### src/rtl/mem_bus_pkg.sv
// Shared types and constants for the registered memory bus router.
package mem_bus_pkg;

  typedef enum logic [1:0] {
    ST_IDLE  = 2'd0,
    ST_ISSUE = 2'd1,
    ST_WAIT  = 2'd2,
    ST_RESP  = 2'd3
  } state_e;

  localparam int unsigned ERR_CNT_W = 16;

  localparam int unsigned REGION_BRAM   = 0;
  localparam int unsigned REGION_SRAM   = 1;
  localparam int unsigned REGION_FLASH  = 2;
  localparam int unsigned REGION_PERIPH = 3;

  localparam int unsigned N_DEFAULT_REGIONS = REGION_PERIPH + 1;

  // Saturating increment used by the error counter.
  function automatic logic [ERR_CNT_W-1:0] sat_inc(input logic [ERR_CNT_W-1:0] v);
    return (&v) ? v : v + ERR_CNT_W'(1);
  endfunction

endpackage

### src/rtl/mem_region_decode.sv
// Combinational region decoder: select field -> slave index plus mapped/unmapped flag.
module mem_region_decode
  import mem_bus_pkg::*;
#(
  parameter int unsigned SEL_W     = 16,
  parameter int unsigned N_REGIONS = N_DEFAULT_REGIONS,
  parameter int unsigned IDX_W     = 2
) (
  input  logic [SEL_W-1:0] sel_field,
  output logic [IDX_W-1:0] sel_idx_c,
  output logic             hit_c
);

  localparam logic [SEL_W:0] N_REG_LIM = (SEL_W+1)'(N_REGIONS);

  always_comb begin
    hit_c     = ({1'b0, sel_field} < N_REG_LIM);
    sel_idx_c = IDX_W'(sel_field);
  end

endmodule

### src/rtl/mem_bus_router.sv
// Registered single-outstanding router from one master to N_REGIONS slaves.
// Optional slave timeout enabled by defining MEM_BUS_ROUTER_TIMEOUT_EN.
module mem_bus_router
  import mem_bus_pkg::*;
#(
  parameter int unsigned ADDR_W         = 32,
  parameter int unsigned DATA_W         = 32,
  parameter int unsigned SEL_W          = 16,
  parameter int unsigned N_REGIONS      = N_DEFAULT_REGIONS,
  parameter int unsigned TIMEOUT_CYCLES = 255
) (
  input  logic                        clk,
  input  logic                        rst,
  input  logic                        m_req_valid,
  output logic                        m_req_ready,
  input  logic [ADDR_W-1:0]           m_addr,
  input  logic                        m_we,
  input  logic [DATA_W-1:0]           m_wdata,
  output logic                        m_rsp_valid,
  input  logic                        m_rsp_ready,
  output logic [DATA_W-1:0]           m_rdata,
  output logic                        m_rsp_err,
  output logic [N_REGIONS-1:0]        s_req_valid,
  input  logic [N_REGIONS-1:0]        s_req_ready,
  output logic [ADDR_W-SEL_W-1:0]     s_addr,
  output logic                        s_we,
  output logic [DATA_W-1:0]           s_wdata,
  input  logic [N_REGIONS-1:0]        s_rsp_valid,
  input  logic [N_REGIONS*DATA_W-1:0] s_rdata,
  output logic [ERR_CNT_W-1:0]        err_count
);

  localparam int unsigned OFF_W = ADDR_W - SEL_W;
  localparam int unsigned IDX_W = (N_REGIONS > 1) ? $clog2(N_REGIONS) : 1;

  if (TIMEOUT_CYCLES < 1) begin : g_cfg_err
    $error("TIMEOUT_CYCLES must be >= 1");
  end

  state_e                 state_q, state_d;
  logic [IDX_W-1:0]       sel_q, sel_d;
  logic [OFF_W-1:0]       s_addr_q, s_addr_d;
  logic                   s_we_q, s_we_d;
  logic [DATA_W-1:0]      s_wdata_q, s_wdata_d;
  logic [N_REGIONS-1:0]   s_req_valid_q, s_req_valid_d;
  logic                   m_req_ready_q, m_req_ready_d;
  logic                   m_rsp_valid_q, m_rsp_valid_d;
  logic                   m_rsp_err_q, m_rsp_err_d;
  logic [DATA_W-1:0]      m_rdata_q, m_rdata_d;
  logic [ERR_CNT_W-1:0]   err_count_q, err_count_d;

  logic [IDX_W-1:0]       dec_idx_c;
  logic                   dec_hit_c;
  logic                   tmo_hit_c;

  mem_region_decode #(
    .SEL_W     (SEL_W),
    .N_REGIONS (N_REGIONS),
    .IDX_W     (IDX_W)
  ) u_decode (
    .sel_field (m_addr[ADDR_W-1 -: SEL_W]),
    .sel_idx_c (dec_idx_c),
    .hit_c     (dec_hit_c)
  );

`ifdef MEM_BUS_ROUTER_TIMEOUT_EN
  localparam int unsigned TMO_W = $clog2(TIMEOUT_CYCLES + 1);

  logic [TMO_W-1:0] tmo_cnt_q, tmo_cnt_d;

  // Counts cycles spent in ISSUE/WAIT; zero whenever the router is elsewhere.
  always_comb begin
    tmo_cnt_d = '0;
    if (state_q == ST_ISSUE || state_q == ST_WAIT) begin
      tmo_cnt_d = tmo_cnt_q + TMO_W'(1);
    end
  end

  assign tmo_hit_c = (tmo_cnt_q == TMO_W'(TIMEOUT_CYCLES - 1));

  always_ff @(posedge clk or posedge rst) begin
    if (rst) begin
      tmo_cnt_q <= '0;
    end else begin
      tmo_cnt_q <= tmo_cnt_d;
    end
  end
`else
  assign tmo_hit_c = 1'b0;
`endif

  // Next-state and registered-output computation.
  always_comb begin
    state_d       = state_q;
    sel_d         = sel_q;
    s_addr_d      = s_addr_q;
    s_we_d        = s_we_q;
    s_wdata_d     = s_wdata_q;
    m_rsp_err_d   = m_rsp_err_q;
    m_rdata_d     = m_rdata_q;
    err_count_d   = err_count_q;
    s_req_valid_d = '0;
    m_req_ready_d = 1'b0;
    m_rsp_valid_d = 1'b0;

    case (state_q)
      ST_IDLE: begin
        if (m_req_valid) begin
          s_addr_d  = m_addr[OFF_W-1:0];
          s_we_d    = m_we;
          s_wdata_d = m_wdata;
          sel_d     = dec_idx_c;
          if (dec_hit_c) begin
            state_d = ST_ISSUE;
          end else begin
            state_d     = ST_RESP;
            m_rsp_err_d = 1'b1;
            m_rdata_d   = '0;
          end
        end
      end
      ST_ISSUE: begin
        // A grant on the timeout cycle is not a completion, so timeout still wins.
        if (tmo_hit_c) begin
          state_d     = ST_RESP;
          m_rsp_err_d = 1'b1;
          m_rdata_d   = '0;
        end else if (s_req_ready[sel_q]) begin
          state_d = ST_WAIT;
        end
      end
      ST_WAIT: begin
        if (s_rsp_valid[sel_q]) begin
          state_d     = ST_RESP;
          m_rsp_err_d = 1'b0;
          m_rdata_d   = s_we_q ? '0 : s_rdata[int'(sel_q)*DATA_W +: DATA_W];
        end else if (tmo_hit_c) begin
          state_d     = ST_RESP;
          m_rsp_err_d = 1'b1;
          m_rdata_d   = '0;
        end
      end
      ST_RESP: begin
        if (m_rsp_ready) begin
          state_d = ST_IDLE;
        end
      end
      default: state_d = ST_IDLE;
    endcase

    m_req_ready_d = (state_d == ST_IDLE);
    m_rsp_valid_d = (state_d == ST_RESP);
    if (state_d == ST_ISSUE) begin
      s_req_valid_d = N_REGIONS'(1) << sel_d;
    end
    if (state_d == ST_RESP && state_q != ST_RESP && m_rsp_err_d) begin
      err_count_d = sat_inc(err_count_q);
    end
  end

  always_ff @(posedge clk or posedge rst) begin
    if (rst) begin
      state_q       <= ST_IDLE;
      sel_q         <= '0;
      s_addr_q      <= '0;
      s_we_q        <= 1'b0;
      s_wdata_q     <= '0;
      s_req_valid_q <= '0;
      m_req_ready_q <= 1'b1;
      m_rsp_valid_q <= 1'b0;
      m_rsp_err_q   <= 1'b0;
      m_rdata_q     <= '0;
      err_count_q   <= '0;
    end else begin
      state_q       <= state_d;
      sel_q         <= sel_d;
      s_addr_q      <= s_addr_d;
      s_we_q        <= s_we_d;
      s_wdata_q     <= s_wdata_d;
      s_req_valid_q <= s_req_valid_d;
      m_req_ready_q <= m_req_ready_d;
      m_rsp_valid_q <= m_rsp_valid_d;
      m_rsp_err_q   <= m_rsp_err_d;
      m_rdata_q     <= m_rdata_d;
      err_count_q   <= err_count_d;
    end
  end

  assign m_req_ready = m_req_ready_q;
  assign m_rsp_valid = m_rsp_valid_q;
  assign m_rsp_err   = m_rsp_err_q;
  assign m_rdata     = m_rdata_q;
  assign s_req_valid = s_req_valid_q;
  assign s_addr      = s_addr_q;
  assign s_we        = s_we_q;
  assign s_wdata     = s_wdata_q;
  assign err_count   = err_count_q;

endmodule

### config.mk
export PLATFORM = sky130hd
export DESIGN_NAME = mem_bus_router
export DESIGN_NICKNAME = d
export VERILOG_FILES = /design/src/rtl/mem_bus_pkg.sv /design/src/rtl/mem_region_decode.sv /design/src/rtl/mem_bus_router.sv
export SDC_FILE = /design/constraint.sdc
export NUM_CORES = 1
export LEC_CHECK = 0
export BUFFER_PORTS_ARGS = -buffer_cell sky130_fd_sc_hd__buf_2
export CAP_MARGIN = 0
export CORE_ASPECT_RATIO = 1.25
export CORE_MARGIN = 2
export CORE_UTILIZATION = 30
export CTS_CLUSTER_DIAMETER = 40
export DETAILED_ROUTE_END_ITERATION = 12
export GPL_ROUTABILITY_DRIVEN = 0
export HOLD_SLACK_MARGIN = 0.08
export MAX_ROUTING_LAYER = met4
export PLACE_DENSITY = 0.59
export SLEW_MARGIN = 40
export SYNTH_ARGS = -nofsm -noshare
export SYNTH_HDL_FRONTEND = slang
export SYNTH_HIERARCHICAL = 1
export SYNTH_SLANG_ARGS = --single-unit
### constraint.sdc
create_clock -name clk -period 9.8 [get_ports clk]
set_clock_uncertainty 0.2 [all_clocks]
set_input_delay 0.98 -clock clk [delete_from_list [all_inputs] [get_ports clk]]
set_output_delay 0.98 -clock clk [all_outputs]
set_load 0.1 [all_outputs]
# == After elaboration in Yosys (flattened, before gate mapping) ==
# Index checks and enable logic that the tools add are counted.
# word_totals
elab_cells,57
reg_bits,108
input_bits,205
# op_classes
bitwise,1
n_mux,22
reduce_logical,9
n_eq_ne,9
n_lt_le_gt_ge,2
addsub,1
shifts,2
# op_table
operator,n
$mux W32,4
$shiftx A128 B8 Y32,1
$pmux W32 S2,1
$add A16 B1 Y16 const B,1
$lt A16 B3 Y1 const B,1
$reduce_and A16 Y1,1
$mux W2,7
$ne A2 B2 Y1 const B,4
$pmux W2 S4,1
$eq A2 B2 Y1 const B,3
$mux W1,5
$bmux W1 S2,2
$eq A2 B1 Y1 const B,2
$logic_not A2 Y1,2
$mux W4,1
$reduce_and A2 Y1,2
$reduce_and A4 Y1,1
$shl A1 B2 Y4 const A,1
$lt A2 B3 Y1 const B,1
$logic_and A1 B1 Y1,2
$pmux W1 S2,1
$reduce_bool A2 Y1,1
$not A1 Y1,1

# == Depth between registers and ports, before layout ==
# Gate-level depths: netlist (run 1).
# logic_depth
word_depth,8
ltp_mapped,7
mapped_depth_nobuf,6

# == By module ==
# Netlist (run 1), hierarchy kept.
# modules_own_cells
mod,area_per_inst_um2,cells_per_inst,instances,seq_area_each_um2
mem_bus_router,5366.4,410,1,2703.8
mem_region_decode,46.3,7,1,0.0

# == Least setup slack after synthesis (run 1) ==
# No wires, ideal clock.
# synth_timing
path_kind,register to register
start,register err_count_q[6] (netlist: err_count[6])
end,register err_count_q[4] (netlist: err_count[4])
stages_incl_launch_ff,5
slack_ns,7.215
period_less_slack_ns,2.585
arrival_time_ns,2.296
required_ns,9.511
path_buffers,0
path_cell_list,dfrtp_1 nand4_1 nor4_1 a21boi_1 a41oi_1
# synth_via
elab_chain_len,3
# synth_lines
element,line_no,rtl
from (decl),mem_bus_router.sv:50,"logic [ERR_CNT_W-1:0] err_count_q, err_count_d;"
from (signal assigned),mem_bus_router.sv:185,err_count_q <= err_count_d;
$reduce_and A16 Y1,mem_bus_pkg.sv:22,return (&v) ? v : v + ERR_CNT_W'(1);
$not A1 Y1 (no source line),--,
$reduce_and A2 Y1 (no source line),--,
# No other way between the ends.
# A chain may end at the register's enable or synchronous reset.

# == Final worst setup path (run 1) ==
# layout_timing
start,register sel_q[0]
end,register m_rdata_q[31] (netlist: m_rdata[31])
# layout_via
elab_chain_len,4
# layout_lines
element,line_no,rtl
from (decl),mem_bus_router.sv:41,"logic [IDX_W-1:0] sel_q, sel_d;"
from (signal assigned),mem_bus_router.sv:176,sel_q <= sel_d;
$shiftx A128 B8 Y32 / $bmux W1 S2 (equally long branches),"mem_bus_router.sv:136, mem_bus_router.sv:133",
$mux W32 / $mux W1 (equally long branches),"mem_bus_router.sv:136, mem_bus_router.sv:133",
$mux W32 / $ne A2 B2 Y1 (equally long branches),--,
$pmux W32 S2 / $reduce_and A4 Y1 (equally long branches),--,
to (signal assigned),mem_bus_router.sv:184,m_rdata_q <= m_rdata_d;
to (decl),mem_bus_router.sv:49,"logic [DATA_W-1:0] m_rdata_q, m_rdata_d;"
# Parallel ways exist; a longest one is shown, timed or not. The select of a mux whose other input is x is not followed.

==> results.py, run 1 <==
metrics = {
    "outcome": {
        "status": "finished, final reports clean",
    },
    "global_route": {
        "track_usage": 0.165,
        "grt-ovfl-total": 0,
        "grt_max_degree": 68,
        "antenna_found_initial": 1,
        "grt_pass1_vias": 4601,
        "grt_pass1_wl_um": 23500,
    },
    "synth": {
        "ys_seq_area_frac": 0.500,
        "synth_fa_ha_area_frac": 0.00231,
        "yosysTopAreaCell": "dfrtp_1",
        "synth_xor_area_frac": 0.0146,
        "yosys_warnings": 6,
        "synthMuxAreaShare": 0.255,
        "syn_inst": 417,
        "synth.distinct_cells": 51,
        "synth.area.top_cells": "dfrtp_1 (49%), mux4_2 (13%), mux2_2 (11%), o21ai_2 (4.9%), inv_1 (2.6%)",
        "synth_seq_cells": 108,
        "synth_fp_nets": 623,
        "synth_top_flop_cell": "dfrtp_1",
        "avgSynthCellArea_um2": 13.0,
        "async_flop_share": 1.00,
        "synth_top_family_by_area": "multiplexers",
        "synth_edf_count": 0,
        "synth_compound_area_frac": 0.0767,
        "yosys.area_share.simple": 0.0985,
        "netlist_area_um2": 5410,
        "synth_top_area_frac": 0.495,
    },
    "layout": {
        "final_cell_mix": "buf_2 (308), dfrtp_1 (105), mux2_2 (51)",
        "area_growth_pct": 37.8,
        "n_fill_cell": 1717,
        "drive_gt1_frac": 0.629,
        "fin_util": 0.425,
        "multi_input_area_um2": 2440,
        "finalInstanceArea_um2": 7460,
        "final_common_cell": "buf_2",
        "register_area_um2": 2710,
        "fin_nets": 922,
    },
    "timing": {
        "fin_ws_ps": 6510,
        "rsz0062_at_grt": "false",
        "tightest_slew_ps": 673,
        "finalCriticalPeriod_ps": 3290,
        "final-setup-viol-count": 0,
        "maxSlewHeadroom": 0.551,
        "fin_crit_sh": 0.336,
        "slew_violations": 0,
        "clock.fmax_mhz": 304,
        "hold_viol": 0,
        "setup_tns_ps": 0,
    },
    "cts": {
        "clock_latency_ps": 340,
        "cts_tree": "done",
        "h-tree-depth": 3,
        "cts.clk_slew.worst_paths_ps": 70,
        "hold_buffers": 0,
        "cts_sinks": 108,
        "postCtsSetupRepairBufs": 0,
        "root_buffer": "clkbuf_16",
        "cts-resized-gates": 0,
        "clock_path_buffers": 2,
        "numCtsBuffers": 9,
    },
    "drt": {
        "wl_um": 15600,
        "drt_iter0_drc": 128,
        "wire_per_inst_um": 16.6,
        "first_pass_iters": 4,
        "num_vias": 4426,
        "drc_errors": 0,
        "viasPerCell": 4.68,
        "antenna_left": 0,
    },
    "floorplan": {
        "dieArea_um2": 19100,
        "die_y_um": 154,
        "rows": 54,
        "ios": 309,
        "initial_utilization": 0.308,
        "core_area_um2": 17600,
        "die_w_um": 124,
    },
    "worst_setup_path": {
        "critical_path_arrival_ps": 3300,
        "crit_path_max_fanout": 32,
        "start_kind": "flip-flop",
        "worstSetupEndpointType": "flip-flop",
        "cp.required_ps": 9810,
        "crit_type": "flip-flop to flip-flop",
    },
    "job": {
        "max_cap_viol_count": 0,
    },
    "place": {
        "numPortBuffers": 308,
        "placed_area_um2": 7150,
        "dp_hpwl_um": 11900,
        "place_ws_ps": 6420,
    },
    "min_path": {
        "hp-class": "flip-flop to flip-flop",
    },
}
flip-flops by register name, indices dropped and copies added, names as in the netlist:
signal	count
err_count	16
m_rdata	32
m_req_ready	1
m_rsp_err	1
m_rsp_valid	1
s_addr	16
s_req_valid	4
s_wdata	32
s_we	1
sel_q	2
state_q	2
worst max-delay path, stage by stage, from the launching register on:
cell and delay [ps]:
dfrtp_2 640, buf_4 510, mux2_2 420, a222oi_1 600
a2bb2oi_4 160, buf_4 470, o21ai_0 140
cells by family (layout without fill, tap and decap cells):
logic type	after synthesis	in the layout
compound gates	49	49
xor+xnor	9	9
fa+ha+maj	1	1
buf+inv	63	366
flops	108	108
mux	91	91
other cells	0	1
simple gates	96	96
per-stage QoR:
step / instances / hold slack, ps
after floorplan: 417 / 472
after global placement: 929 / 281
after detailed placement: 929 / 281
after CTS: 944 / 296
after global routing: 945 / 315
final: 945 / 291
layout make-up:
type | instances | area share
well taps | 224 | 0.0376
flip-flops and latches | 108 | 0.363
diodes | 1 | 0.000336
clock inverters | 5 | 0.00839
repair buffers | 313 | 0.212
clock buffers | 10 | 0.0320
inverters | 38 | 0.0195
multi-input cells | 246 | 0.327
synthesized netlist by cell type (4+ instances only):
cell,instances
mux4_2,32
o21ai_2,30
nor4_1,5
dfrtp_1,107
nor3_1,13
buf_2,16
nand2_1,38
inv_1,38
nor2_1,4
nand4_1,6
mux2i_1,5
nand3_1,5
nand3b_1,4
xor2_1,6
mux2_2,51
routing by layer:
metal	routed length [µm]	track usage	share of wire
met1	6030	0.184	0.39
met2	8170	0.293	0.52
met3	1310	0.0395	0.084
met4	127	0.0391	0.0081
met5	0	-	0
path summary, 6_finish.rpt:
path / slack, ps / cells after the start / from / end
worst max-delay path: 6510 / 6 / sel_q[0] / m_rdata[31]
worst min-delay path: 290 / 1 / err_count[9] / err_count[9]
worst max register to register: 6510 / 6 / sel_q[0] / m_rdata[31]
worst min register to register: 290 / 1 / err_count[9] / err_count[9]
max in group asynchronous: 7830 / 3 / rst / sel_q[1]
min in group asynchronous: 470 / 2 / rst / m_rdata[10]
Power of run 1 is left out: the tool's default activity adds up to more than one toggle a clock period on the data nets, which glitch-free logic cannot reach.
==> inputs of run 2 (changes only) <==
--- a/config.mk
+++ b/config.mk
@@ -15,7 +15,7 @@
 export GPL_ROUTABILITY_DRIVEN = 0
 export HOLD_SLACK_MARGIN = 0.08
 export MAX_ROUTING_LAYER = met4
-export PLACE_DENSITY = 0.59
+export PLACE_DENSITY = 0.61
 export SLEW_MARGIN = 40
 export SYNTH_ARGS = -nofsm -noshare
 export SYNTH_HDL_FRONTEND = slang
==> constraint.sdc (replaced) <==
create_clock -name clk -period 2.69 [get_ports clk]
set_clock_uncertainty 0.2 [all_clocks]
set_input_delay 0.269 -clock clk [delete_from_list [all_inputs] [get_ports clk]]
set_output_delay 0.269 -clock clk [all_outputs]
set_load 0.1 [all_outputs]
==> run 2 against run 1 <==
Sequential share of layout area fell by 2.8 points; cell area rose by 8.3%; critical endpoint unchanged; global-route usage rose by 0.90 points; highest routed layer unchanged; via count rose by 5.6%; largest cell class unchanged; clock-buffer cell count rose by 1; utilization rose by 3.5 points; first-iteration DRC count fell by 33%.
==> results.py, run 2 (synthesis gave the netlist of run 1 again) <==
metrics = {
    "worst_setup_path": {
        "crit_path_max_fanout": 32,
        "r2r_cells": 6,
        "cp.required_ps": 2720,
        "r2r_setup_slack_ps": 500,
        "cp_top_family": "compound AO/OA/AOI/OAI gates",
        "worstReg2RegStart": "state_q[1]",
        "cp_cell_sequence": "and3b_1, a222oi_1, buf_4, a2bb2oi_4, buf_12, o21ai_0",
        "critical_path_arrival_ps": 2220,
        "crit_type": "flip-flop to flip-flop",
        "worstSetupEndpointType": "flip-flop",
        "slowest_delay_ps": 580,
        "startpoint": "state_q[1]",
        "start_kind": "flip-flop",
        "cp_slowest_cell": "dfrtp_1",
        "worst-path-buf-inv": 2,
        "rr_endpoint": "m_rdata[31]",
    },
    "pwr": {
        "p_total_mw": 11.3,
        "powerDensity_nw_per_um2": 1400,
        "leakage_nw": 3.90,
        "vdd_drop_max_v": 0.00129,
    },
    "timing": {
        "hold_viol": 0,
        "tightest_slew_ps": 509,
        "clock.fmax_mhz": 456,
        "setup_tns_ps": 0,
        "holdWs_ps": 102,
        "fin_crit_sh": 0.815,
        "fin_ws_ps": 498,
        "finalCriticalPeriod_ps": 2190,
        "final-setup-viol-count": 0,
        "maxSlewHeadroom": 0.657,
        "rsz0062_at_grt": "false",
        "slew_violations": 0,
    },
    "min_path": {
        "min-delay-start": "m_rsp_ready",
        "hold_path_depth": 4,
        "hp-class": "input pin to flip-flop",
        "holdPathEnd": "state_q[1]",
    },
    "drt": {
        "wl_um": 16400,
        "first_pass_iters": 6,
        "viasPerCell": 4.63,
        "drc_errors": 0,
        "wire_per_inst_um": 16.2,
        "drt_iter0_drc": 86,
        "num_vias": 4674,
        "antenna_left": 0,
    },
    "layout": {
        "finalInstanceArea_um2": 8080,
        "drive_gt1_frac": 0.589,
        "area_growth_pct": 49.2,
        "final_cells": 1009,
        "fin_util": 0.460,
        "fin_nets": 982,
        "final_common_cell": "buf_2",
        "final_cell_mix": "buf_2 (308), dfrtp_1 (105), dlygate4sd3_1 (52)",
    },
    "place": {
        "dpl.cell_count": 937,
        "numPortBuffers": 308,
        "place_ws_ps": 493,
        "dp_hpwl_um": 12500,
        "placed_area_um2": 7260,
    },
    "cts": {
        "root_buffer": "clkbuf_16",
        "postCtsSetupRepairBufs": 0,
        "cts.clk_slew.worst_paths_ps": 70,
        "numCtsBuffers": 9,
        "h-tree-depth": 3,
        "cts_tree": "done",
        "cts_sinks": 108,
        "clock_path_buffers": 2,
        "clock_latency_ps": 340,
        "cts-resized-gates": 0,
    },
    "global_route": {
        "grt-ovfl-total": 0,
        "track_usage": 0.174,
        "grt_use_met2": 0.302,
        "grt_use_met3": 0.0505,
        "top_usage_layer": "met2",
        "grt_pass1_wl_um": 24900,
        "antenna_found_initial": 3,
        "grt_pass1_vias": 4800,
        "grt_max_degree": 53,
        "grt.met1_usage": 0.190,
    },
    "job": {
        "max_cap_viol_count": 0,
    },
    "outcome": {
        "status": "finished, final reports clean",
    },
    "floorplan": {
        "ios": 309,
        "dieArea_um2": 19100,
        "die_y_um": 154,
        "initial_utilization": 0.308,
        "core_area_um2": 17600,
        "die_w_um": 124,
        "rows": 54,
    },
}
[run 2: cell types whose count changed in the layout (fill, tap and decap cells not counted), moves of 3 or more]
cell / delta
buf_12: +5
buf_4: +4
dlygate4sd3_1: +52
diode_2: +3
[run 2: worst register-to-register path, delay by kind of cell, from the launching register on]
kind	cells	cell delay, ps
flops	1	580
buf+inv	2	440
compound gates	3	620
simple gates	1	240
[run 2: area by class of cell]
| type | count | area (µm²) |
|---|---|---|
| clock buffer | 11 | 243 |
| sequential | 108 | 2710 |
| multi-input combinational | 246 | 2430 |
| tap | 224 | 280 |
| antenna | 4 | 10.0 |
| clock inverter | 5 | 37.5 |
| timing repair buffer | 373 | 2220 |
| fill | 1661 | 9490 |
| inverter | 38 | 146 |
[run 2: worst max-delay path by stage]
stage                     endpoint  slack, ps  depth (start not counted)
floorplan             err_count[4]        110                          4
global placement    s_req_valid[1]        540                          7
detailed placement     m_rdata[31]        490                          6
CTS                    m_rdata[31]        480                          6
global route           m_rdata[31]        370                          6
finish                 m_rdata[31]        500                          6
[run 2: timing repair]
item	in CTS	in global routing
setup endpoints to repair	0	0
hold buffers	52	0
endpoints found under the hold margin	158	0
[run 2: per-layer routing]
metal	wire length, µm	part of all wire
met4	276	0.017
met2	8360	0.51
met3	1430	0.087
met1	6330	0.39
met5	0	0
[run 2: power breakdown]
group          switching (mW)  internal (mW)  leakage [nW]  total (mW)
combinational            5.61           1.77          2.42        7.38
clock                   0.611          0.657         0.132        1.27
sequential              0.433           2.23          1.36        2.67
total                    6.66           4.66          3.90        11.3
(Power assumes the default switching activity.)
